===== config.mk =====
export PLATFORM = sky130hd
export DESIGN_NAME = hamming_scrubber
export DESIGN_NICKNAME = d
export VERILOG_FILES = /design/src/rtl/hamming_scrubber.sv
export SDC_FILE = /design/constraint.sdc
export NUM_CORES = 1
export LEC_CHECK = 0
export BUFFER_PORTS_ARGS = -buffer_cell sky130_fd_sc_hd__buf_4
export CAP_MARGIN = 20
export CORE_ASPECT_RATIO = 0.6
export CORE_MARGIN = 2
export CORE_UTILIZATION = 40
export DETAILED_ROUTE_END_ITERATION = 8
export GPL_ROUTABILITY_DRIVEN = 0
export MAX_ROUTING_LAYER = met4
export PLACE_DENSITY = 0.71
export RECOVER_POWER = 100
export SLEW_MARGIN = 20
export SYNTH_ARGS = -nofsm -noshare
export SYNTH_HDL_FRONTEND = slang
export SYNTH_SLANG_ARGS = --single-unit
export TNS_END_PERCENT = 20

===== constraint.sdc =====
create_clock -name clk_i -period 2.8 [get_ports clk_i]
set_input_delay 0.42 -clock clk_i [delete_from_list [all_inputs] [get_ports clk_i]]
set_output_delay 0.42 -clock clk_i [all_outputs]
set_load 0.01 [all_outputs]

===== src/rtl/hamming_scrubber.sv =====
// Background SECDED scrubber: walks the memory, writes single-bit errors back
// corrected and reports double-bit errors through counters and an IRQ pulse.
module hamming_scrubber #(
  parameter int DEPTH        = 256,
  parameter int ADDR_W       = 8,
  parameter int PAUSE_CYCLES = 16
) (
  input  logic              clk_i,
  input  logic              rst_i,
  input  logic              start_i,
  output logic              busy_o,
  output logic              done_o,
  output logic              mem_req_o,
  output logic              mem_we_o,
  output logic [ADDR_W-1:0] mem_addr_o,
  output logic [15:0]       mem_wdata_o,
  input  logic              mem_gnt_i,
  input  logic              mem_rvalid_i,
  input  logic [15:0]       mem_rdata_i,
  output logic [15:0]       corr_count_o,
  output logic [15:0]       uncorr_count_o,
  output logic [ADDR_W-1:0] last_uncorr_addr_o,
  output logic              err_irq_o
);

  typedef enum logic [2:0] {
    S_IDLE    = 3'd0,
    S_RD_REQ  = 3'd1,
    S_RD_WAIT = 3'd2,
    S_CHECK   = 3'd3,
    S_WR_REQ  = 3'd4,
    S_ADV     = 3'd5,
    S_PAUSE   = 3'd6
  } state_t;

  localparam logic [ADDR_W-1:0] LAST_ADDR  = ADDR_W'(DEPTH - 1);
  localparam logic [15:0]       PAUSE_LAST = 16'((PAUSE_CYCLES > 0) ? PAUSE_CYCLES - 1 : 0);

  // Returns {overall parity, error position}; position 0 with odd parity means bit 0.
  function automatic logic [4:0] syndrome(input logic [15:0] w);
    logic [3:0] pos;
    pos = 4'd0;
    for (int i = 1; i < 16; i++) begin
      if (w[i]) pos = pos ^ 4'(i);
    end
    return {^w, pos};
  endfunction

  state_t            state_q;
  logic [ADDR_W-1:0] addr_q, last_uncorr_q;
  logic [15:0]       w_q, wdata_q, corr_q, uncorr_q, pause_q;
  logic              busy_q, done_q, req_q, we_q, irq_q;
  logic              par_d;
  logic [3:0]        pos_d;
  logic [15:0]       fix_wdata_d;

  // Syndrome and corrected word for the captured codeword.
  always_comb begin
    {par_d, pos_d} = syndrome(w_q);
    fix_wdata_d    = w_q ^ (16'd1 << pos_d);
  end

  // Scrub sequencer; every output is a register updated here.
  always_ff @(posedge clk_i) begin
    if (rst_i) begin
      state_q       <= S_IDLE;
      addr_q        <= '0;
      last_uncorr_q <= '0;
      w_q           <= 16'd0;
      wdata_q       <= 16'd0;
      corr_q        <= 16'd0;
      uncorr_q      <= 16'd0;
      pause_q       <= 16'd0;
      busy_q        <= 1'b0;
      done_q        <= 1'b0;
      req_q         <= 1'b0;
      we_q          <= 1'b0;
      irq_q         <= 1'b0;
    end else begin
      done_q <= 1'b0;
      irq_q  <= 1'b0;
      case (state_q)
        S_IDLE: begin
          if (start_i) begin
            addr_q   <= '0;
            corr_q   <= 16'd0;
            uncorr_q <= 16'd0;
            busy_q   <= 1'b1;
            req_q    <= 1'b1;
            we_q     <= 1'b0;
            state_q  <= S_RD_REQ;
          end
        end
        S_RD_REQ: begin
          if (mem_gnt_i) begin
            req_q   <= 1'b0;
            state_q <= S_RD_WAIT;
          end
        end
        S_RD_WAIT: begin
          if (mem_rvalid_i) begin
            w_q     <= mem_rdata_i;
            state_q <= S_CHECK;
          end
        end
        S_CHECK: begin
          if (par_d) begin
            if (corr_q != 16'hFFFF) corr_q <= corr_q + 16'd1;
            wdata_q <= fix_wdata_d;
            we_q    <= 1'b1;
            req_q   <= 1'b1;
            state_q <= S_WR_REQ;
          end else if (pos_d != 4'd0) begin
            if (uncorr_q != 16'hFFFF) uncorr_q <= uncorr_q + 16'd1;
            last_uncorr_q <= addr_q;
            irq_q         <= 1'b1;
            state_q       <= S_ADV;
          end else begin
            state_q <= S_ADV;
          end
        end
        S_WR_REQ: begin
          if (mem_gnt_i) begin
            req_q   <= 1'b0;
            we_q    <= 1'b0;
            state_q <= S_ADV;
          end
        end
        S_ADV: begin
          if (addr_q == LAST_ADDR) begin
            done_q  <= 1'b1;
            busy_q  <= 1'b0;
            state_q <= S_IDLE;
          end else begin
            addr_q <= addr_q + ADDR_W'(1);
            if (PAUSE_CYCLES > 0) begin
              pause_q <= 16'd0;
              state_q <= S_PAUSE;
            end else begin
              req_q   <= 1'b1;
              state_q <= S_RD_REQ;
            end
          end
        end
        S_PAUSE: begin
          if (pause_q == PAUSE_LAST) begin
            req_q   <= 1'b1;
            state_q <= S_RD_REQ;
          end else begin
            pause_q <= pause_q + 16'd1;
          end
        end
        default: begin
          busy_q  <= 1'b0;
          req_q   <= 1'b0;
          we_q    <= 1'b0;
          state_q <= S_IDLE;
        end
      endcase
    end
  end

  assign busy_o             = busy_q;
  assign done_o             = done_q;
  assign mem_req_o          = req_q;
  assign mem_we_o           = we_q;
  assign mem_addr_o         = addr_q;
  assign mem_wdata_o        = wdata_q;
  assign corr_count_o       = corr_q;
  assign uncorr_count_o     = uncorr_q;
  assign last_uncorr_addr_o = last_uncorr_q;
  assign err_irq_o          = irq_q;

endmodule


# [Word-level counts from Yosys, hierarchy flattened]
# Index checks and enable logic that the tools add are counted.
[totals] ram_bits=0 ff_bits=104 latchBits=0 memories=0 mem_bits_ro=0
[classes] n_eq_ne=24 magnitude_cmp=0 div=0 n_shift=1 n_addsub=4 n_bitwise=21 reduce_logical=23 n_mul=0 mux=48
[ops] cell="$mux W16" n=8
[ops] cell="$pmux W16 S2" n=3
[ops] cell="$add A16 B1 Y16 const B" n=3
[ops] cell="$mux W4" n=8
[ops] cell="$ne A16 B16 Y1 const B" n=2
[ops] cell="$mux W3" n=10
[ops] cell="$ne A2 B2 Y1 const B" n=13
[ops] cell="$pmux W3 S7" n=1
[ops] cell="$eq A16 B4 Y1 const B" n=1
[ops] cell="$mux W8" n=2
[ops] cell="$pmux W8 S2" n=1
[ops] cell="$reduce_xor A16 Y1" n=1
[ops] cell="$shl A1 B4 Y16 const A" n=1
[ops] cell="$xor A16 B16 Y16" n=1
[ops] cell="$reduce_and A5 Y1" n=3
[ops] cell="$not A2 Y2" n=6
[ops] cell="$not A3 Y3" n=4
[ops] cell="$reduce_and A3 Y1" n=4
[ops] cell="$mux W1" n=10
[ops] cell="$eq A3 B3 Y1 const B" n=3
[ops] cell="$add A8 B1 Y8 const B" n=1
[ops] cell="$eq A8 B8 Y1 const B" n=1
[ops] cell="$reduce_and A4 Y1" n=2
[ops] cell="$eq A3 B2 Y1 const B" n=2
[ops] cell="17 further kinds" n=30

# [Depth between registers and ports, before layout]
[logic_depth] ltp_word=30 depth_mapped=9 mapped_depth_nobuf=8

# [Worst setup path before layout]
# No wires, ideal clock.
[synth_timing] path_kind="register -> register" from="register w_q[12]" to="register uncorr_q[4] (netlist: uncorr_count_o[4])" path_stages_with_launch=9 synth_period_minus_slack_ns=2.428 setup_time_ns=0.070 path_slack_ns=0.372 required_time_ns=2.730 n_path_buf=1 arrival_ns=2.357 path_cell_list="dfxtp_1 xnor3_2 xor2_4 xnor2_4 xnor2_4 nand4_1 buf_2 or3_1 a21oi_1"
[synth_via] elab_chain_cells=10
[synth_lines] element="start, declared" line_no="51" source="logic [15:0] w_q, wdata_q, corr_q, uncorr_q, pause_q;"
[synth_lines] element="start signal, assigned" line_no="102" source="w_q <= mem_rdata_i;"
[synth_lines] element="$mux W4" line_no="44" source="if (w[i]) pos = pos ^ 4'(i);"
[synth_lines] element="$not A3 Y3 (no source line)"
[synth_lines] element="$mux W4" line_no="44"
[synth_lines] element="$not A3 Y3 (no source line)"
[synth_lines] element="$mux W4" line_no="44"
[synth_lines] element="$not A4 Y4 (no source line)"
[synth_lines] element="$mux W4" line_no="44"
[synth_lines] element="$reduce_bool A4 Y1" line_no="113" source="end else if (pos_d != 4'd0) begin"
[synth_lines] element="$ne A2 B2 Y1 (no source line)"
[synth_lines] element="$reduce_and A5 Y1 (no source line) *"
[synth_lines] element="end signal, assigned" line_no="114" source="if (uncorr_q != 16'hFFFF) uncorr_q <= uncorr_q + 16'd1;"
[synth_lines] element="end, declared" line_no="51"
# Every way passes the cells marked *; elsewhere a longest branch is shown, timed or not.
# A chain may end at the register's enable or synchronous reset.

# [Worst setup path after layout]
[layout_timing] from="register w_q[12]" to="register uncorr_q[7] (netlist: uncorr_count_o[7])"
# The elaborated chain is that of the path after synthesis.

==> key figures <==
Outcome
  – Outcome: finished, final reports clean

Floorplanning
  – Chip Height: approximately 91 µm
  – # IOs: 90
  – Core Rows: 31
  – Die W: between 100 and 150 µm
  – Die area: about 14,000 µm²
  – Core footprint: ~12,000 µm²
  – Initial Util: 0.416

Synthesis
  – Syn nets: 633
  – Post-Synthesis Cells: between 600 and 700
  – Sequential share of the synthesized area: 0.409
  – Synth Warn #: 0
  – Ys flop type: dfxtp_1
  – Async SR Flop Fraction: 0
  – Mapped cell area: 5090 µm²
  – Avg Synthesized Cell Area: approximately 8.4 µm²
  – Synth Register Bits: 104
  – Number of distinct library cells after synthesis: between 40 and 50
  – Post-synth EDFFs: 0

Drt
  – Drt pass-1 iters: 5
  – DRT iter0 DRCs: between 300 and 400
  – DR vias: between 4,000 and 5,000
  – Final WL: roughly 14 mm
  – Routed len/inst: approximately 16 µm
  – Number of remaining DRC errors: 0
  – Post-DRT Antenna Nets: 0
  – Vias per inst: 5.49

Cells and area
  – Area grow syn2layout: 19.6%
  – Finished Core Util: 0.497
  – Fillers: about 1,300
  – Fin nets: ~730
  – Share of cells above drive strength 1: 0.0955

Clock tree
  – Clk root buf: clkbuf_16
  – CTS tree: done
  – Cts hold-fix bufs: 0
  – Clock transition at path regs: approximately 70 ps
  – # H-tree levels: 3
  – Clock latency on the worst-skew pair: 350 ps
  – Clk buf depth: 2
  – Total CTS buffers: 9
  – Clock sink total: around 100

Critical path
  – Worst EP required: ~3000 ps
  – Reg2reg end: uncorr_count_o[7]
  – Critical path capture point type: register
  – Worst R2R Setup Slack: between 100 and 150 ps
  – CP max FO: 10
  – Crit Path Category: register to register
  – CP Cell Sequence: xnor3_2 -> xor2_4 -> xnor2_4 -> xnor2_4 -> nand4_1 -> clkbuf_1 -> or4_1 -> a21oi_1
  – Crit-path slowest cell: xnor3_2
  – Slowest stage delay, CP: between 500 and 600 ps
  – CP Launch Type: register
  – Worst path bufs/invs: 1
  – FF-to-FF Start: w_q[12]
  – Reg2reg path depth: 8
  – Arrival time of the worst setup path: 2950 ps
  – Cell mode on critical path: xnor2_4
  – Cell family with most CP delay: XOR/XNOR gates

Power
  – Logic gate share of total power: 0.380
  – VDD IR max: between 0.4 and 0.5 mV
  – Sw Ratio: 0.377
  – Power per cell area: just under 800 nW/µm²
  – Reg power frac: 0.352
  – Int Pwr: between 0.002 and 0.003 W
  – Clock Power Share: 0.267
  – Leakage: about 2.1 nW
  – Psw: between 0.0015 and 0.002 W

Min path
  – Worst hold start: mem_rdata_i[8]
  – Hold Path Class: input pin to register
  – Hold depth: 3
  – WHS Endpoint: w_q[8]

Timing
  – Fmax: about 370 MHz
  – Setup_tns: 0 ps
  – Max-slew violations: 0
  – Fin Clk Skew: around 9.4 ps
  – Final hold violation count: 0
  – RSZ-0062 raised after global routing: false
  – Clock period minus final worst setup slack: between 2000 and 3000 ps
  – # setup viols final: 0
  – Tcrit/Tclk final: 0.954
  – Slew headroom: 0.500
  – Worst-Margin Slew: 749 ps

Global routing
  – Largest net degree at the start of global routing: 39
  – First-pass GRT wire length: around 22 mm
  – GRT Util Overall: 0.208
  – Vias in the first global route: about 4,400
  – Initial antenna violation count: 1
  – GR Overflow Total: 0

Placed design
  – Post-DP HPWL: roughly 10 mm
  – IO Port Bufs: 89

Flow run
  – Max Cap Viol: 0
layer usage:
layer  GRT usage  up-vias  wire length [µm]  part of all wire
li1            -     2359                 -                 -
met1       0.300     2284              6940              0.50
met2       0.283      158              5530              0.40
met3      0.0538       22              1100             0.080
met4      0.0574        0               182             0.013
met5           -        -                 0                 0
final cells by class:
cell class,instances,area [µm²],share of cell area
Antenna cell,1,2.50,0.000411
Clock buffer,12,246,0.0404
Clock inverter,4,53.8,0.00883
Inverter,11,41.3,0.00677
Multi-Input combinational cell,466,2880,0.473
Sequential cell,104,2080,0.342
Tap cell,165,206,0.0339
Timing Repair Buffer,115,581,0.0952
cells in the mapped netlist, drive strengths merged (4+ instances only):
master | count | area share
buf | 5 | 0.0049
or4 | 6 | 0.0088
a21oi | 57 | 0.056
nor2 | 61 | 0.045
mux2i | 10 | 0.020
nand4 | 21 | 0.026
nand3 | 21 | 0.021
o211ai | 11 | 0.016
ha | 4 | 0.0098
nand2b | 4 | 0.0049
nand2 | 67 | 0.049
or3 | 16 | 0.020
nor4 | 15 | 0.018
o21ai | 40 | 0.039
xnor2 | 45 | 0.086
nor3 | 11 | 0.011
xor2 | 28 | 0.053
and4 | 5 | 0.0086
clkbuf | 22 | 0.016
and3 | 9 | 0.011
inv | 11 | 0.0081
dfxtp | 104 | 0.41
metrics by stage:
| step | area, µm² | total power [W] | worst slack [ps] | hold WS [ps] | cells |
|---|---|---|---|---|---|
| 3_3_place_gp | 6050 | 0.00346 | 240 | 447 | 860 |
| 3_5_place_dp | 6050 | 0.00350 | 103 | 469 | 860 |
| 4_1_cts | 6350 | 0.00477 | 82.5 | 317 | 876 |
| 5_1_grt | 6100 | 0.00500 | 21.4 | 324 | 878 |
| 2_1_floorplan | 5090 | 0.00294 | 372 | 462 | 608 |
| 6_report | 6100 | 0.00475 | 127 | 324 | 878 |
logic make-up (layout without fill, tap and decap cells):
logic type               count (synthesis)  count (layout)  synth area share
multiplexers                            10              10            0.0196
AND/OR/NAND/NOR                        249             249             0.242
XOR/XNOR                                74              74             0.144
adder cells (fa/ha/maj)                  4               4           0.00982
flip-flops                             104             104             0.409
other                                    0               1                 0
buffers and inverters                   38             142            0.0292
AO/OA/AOI/OAI                          129             129             0.146
cell usage in the layout, fill, tap and decap left out, types with 2 or more instances in the layout:
master,Yosys,layout
nand2b_1,4,4
xnor2_4,2,2
clkinvlp_4,0,2
or2_2,2,2
xnor2_2,1,2
mux2i_1,10,10
and4_1,5,5
buf_4,0,39
clkbuf_2,0,2
nand3_1,21,21
or3_1,16,16
clkbuf_16,0,9
nor3_1,11,11
nor2b_1,3,3
a21oi_1,57,57
a211o_1,2,2
nor2_1,60,60
o22ai_1,3,3
and3_1,9,9
ha_1,4,4
nor4_1,15,15
xnor2_1,42,41
a211oi_1,2,2
a31o_2,2,2
inv_1,11,11
or4_1,6,6
nand2_1,67,67
o21ai_0,40,40
o211ai_1,11,11
nand4_1,21,21
nand3b_1,2,2
xor2_1,26,26
xor2_4,1,2
dfxtp_1,104,104
and4b_1,2,2
a32o_1,2,2
clkbuf_1,22,76
o31ai_1,2,2
how the worst max path moves through the flow:
| stage | start | endpoint | cells after the start |
|---|---|---|---|
| global placement | w_q[12] | corr_count_o[12] | 7 |
| finish | w_q[12] | uncorr_count_o[7] | 8 |
| detailed placement | w_q[12] | uncorr_count_o[7] | 7 |
| CTS | w_q[12] | uncorr_count_o[7] | 7 |
| floorplan | w_q[12] | uncorr_count_o[4] | 8 |
| global route | w_q[12] | last_uncorr_addr_o[7] | 9 |
flip-flops by register name, indices dropped and copies added, names as in the netlist:
name,count
pause_q,16
mem_addr_o,8
corr_count_o,16
mem_req_o,1
err_irq_o,1
state_q,3
w_q,16
busy_o,1
mem_wdata_o,16
last_uncorr_addr_o,8
done_o,1
uncorr_count_o,16
mem_we_o,1
timing repair:
item                                    CTS  global route
endpoints found under the setup margin    0             5
buffers inserted                          0             1
resized for setup                         0             2
worst min-delay path, cell delays in order:
cell,delay (ps)
buf_4,110
nand2_1,40
a21oi_1,50
power by group through the flow:
stage / clock network (W) / logic [W] / registers (W)
floorplan: 0 / 0.00126 / 0.00169
global placement: 0 / 0.00176 / 0.00170
detailed placement: 0 / 0.00180 / 0.00170
CTS: 0.00129 / 0.00181 / 0.00167
global route: 0.00136 / 0.00196 / 0.00168
finish: 0.00127 / 0.00181 / 0.00167
Power figures use the tool's default switching activity.
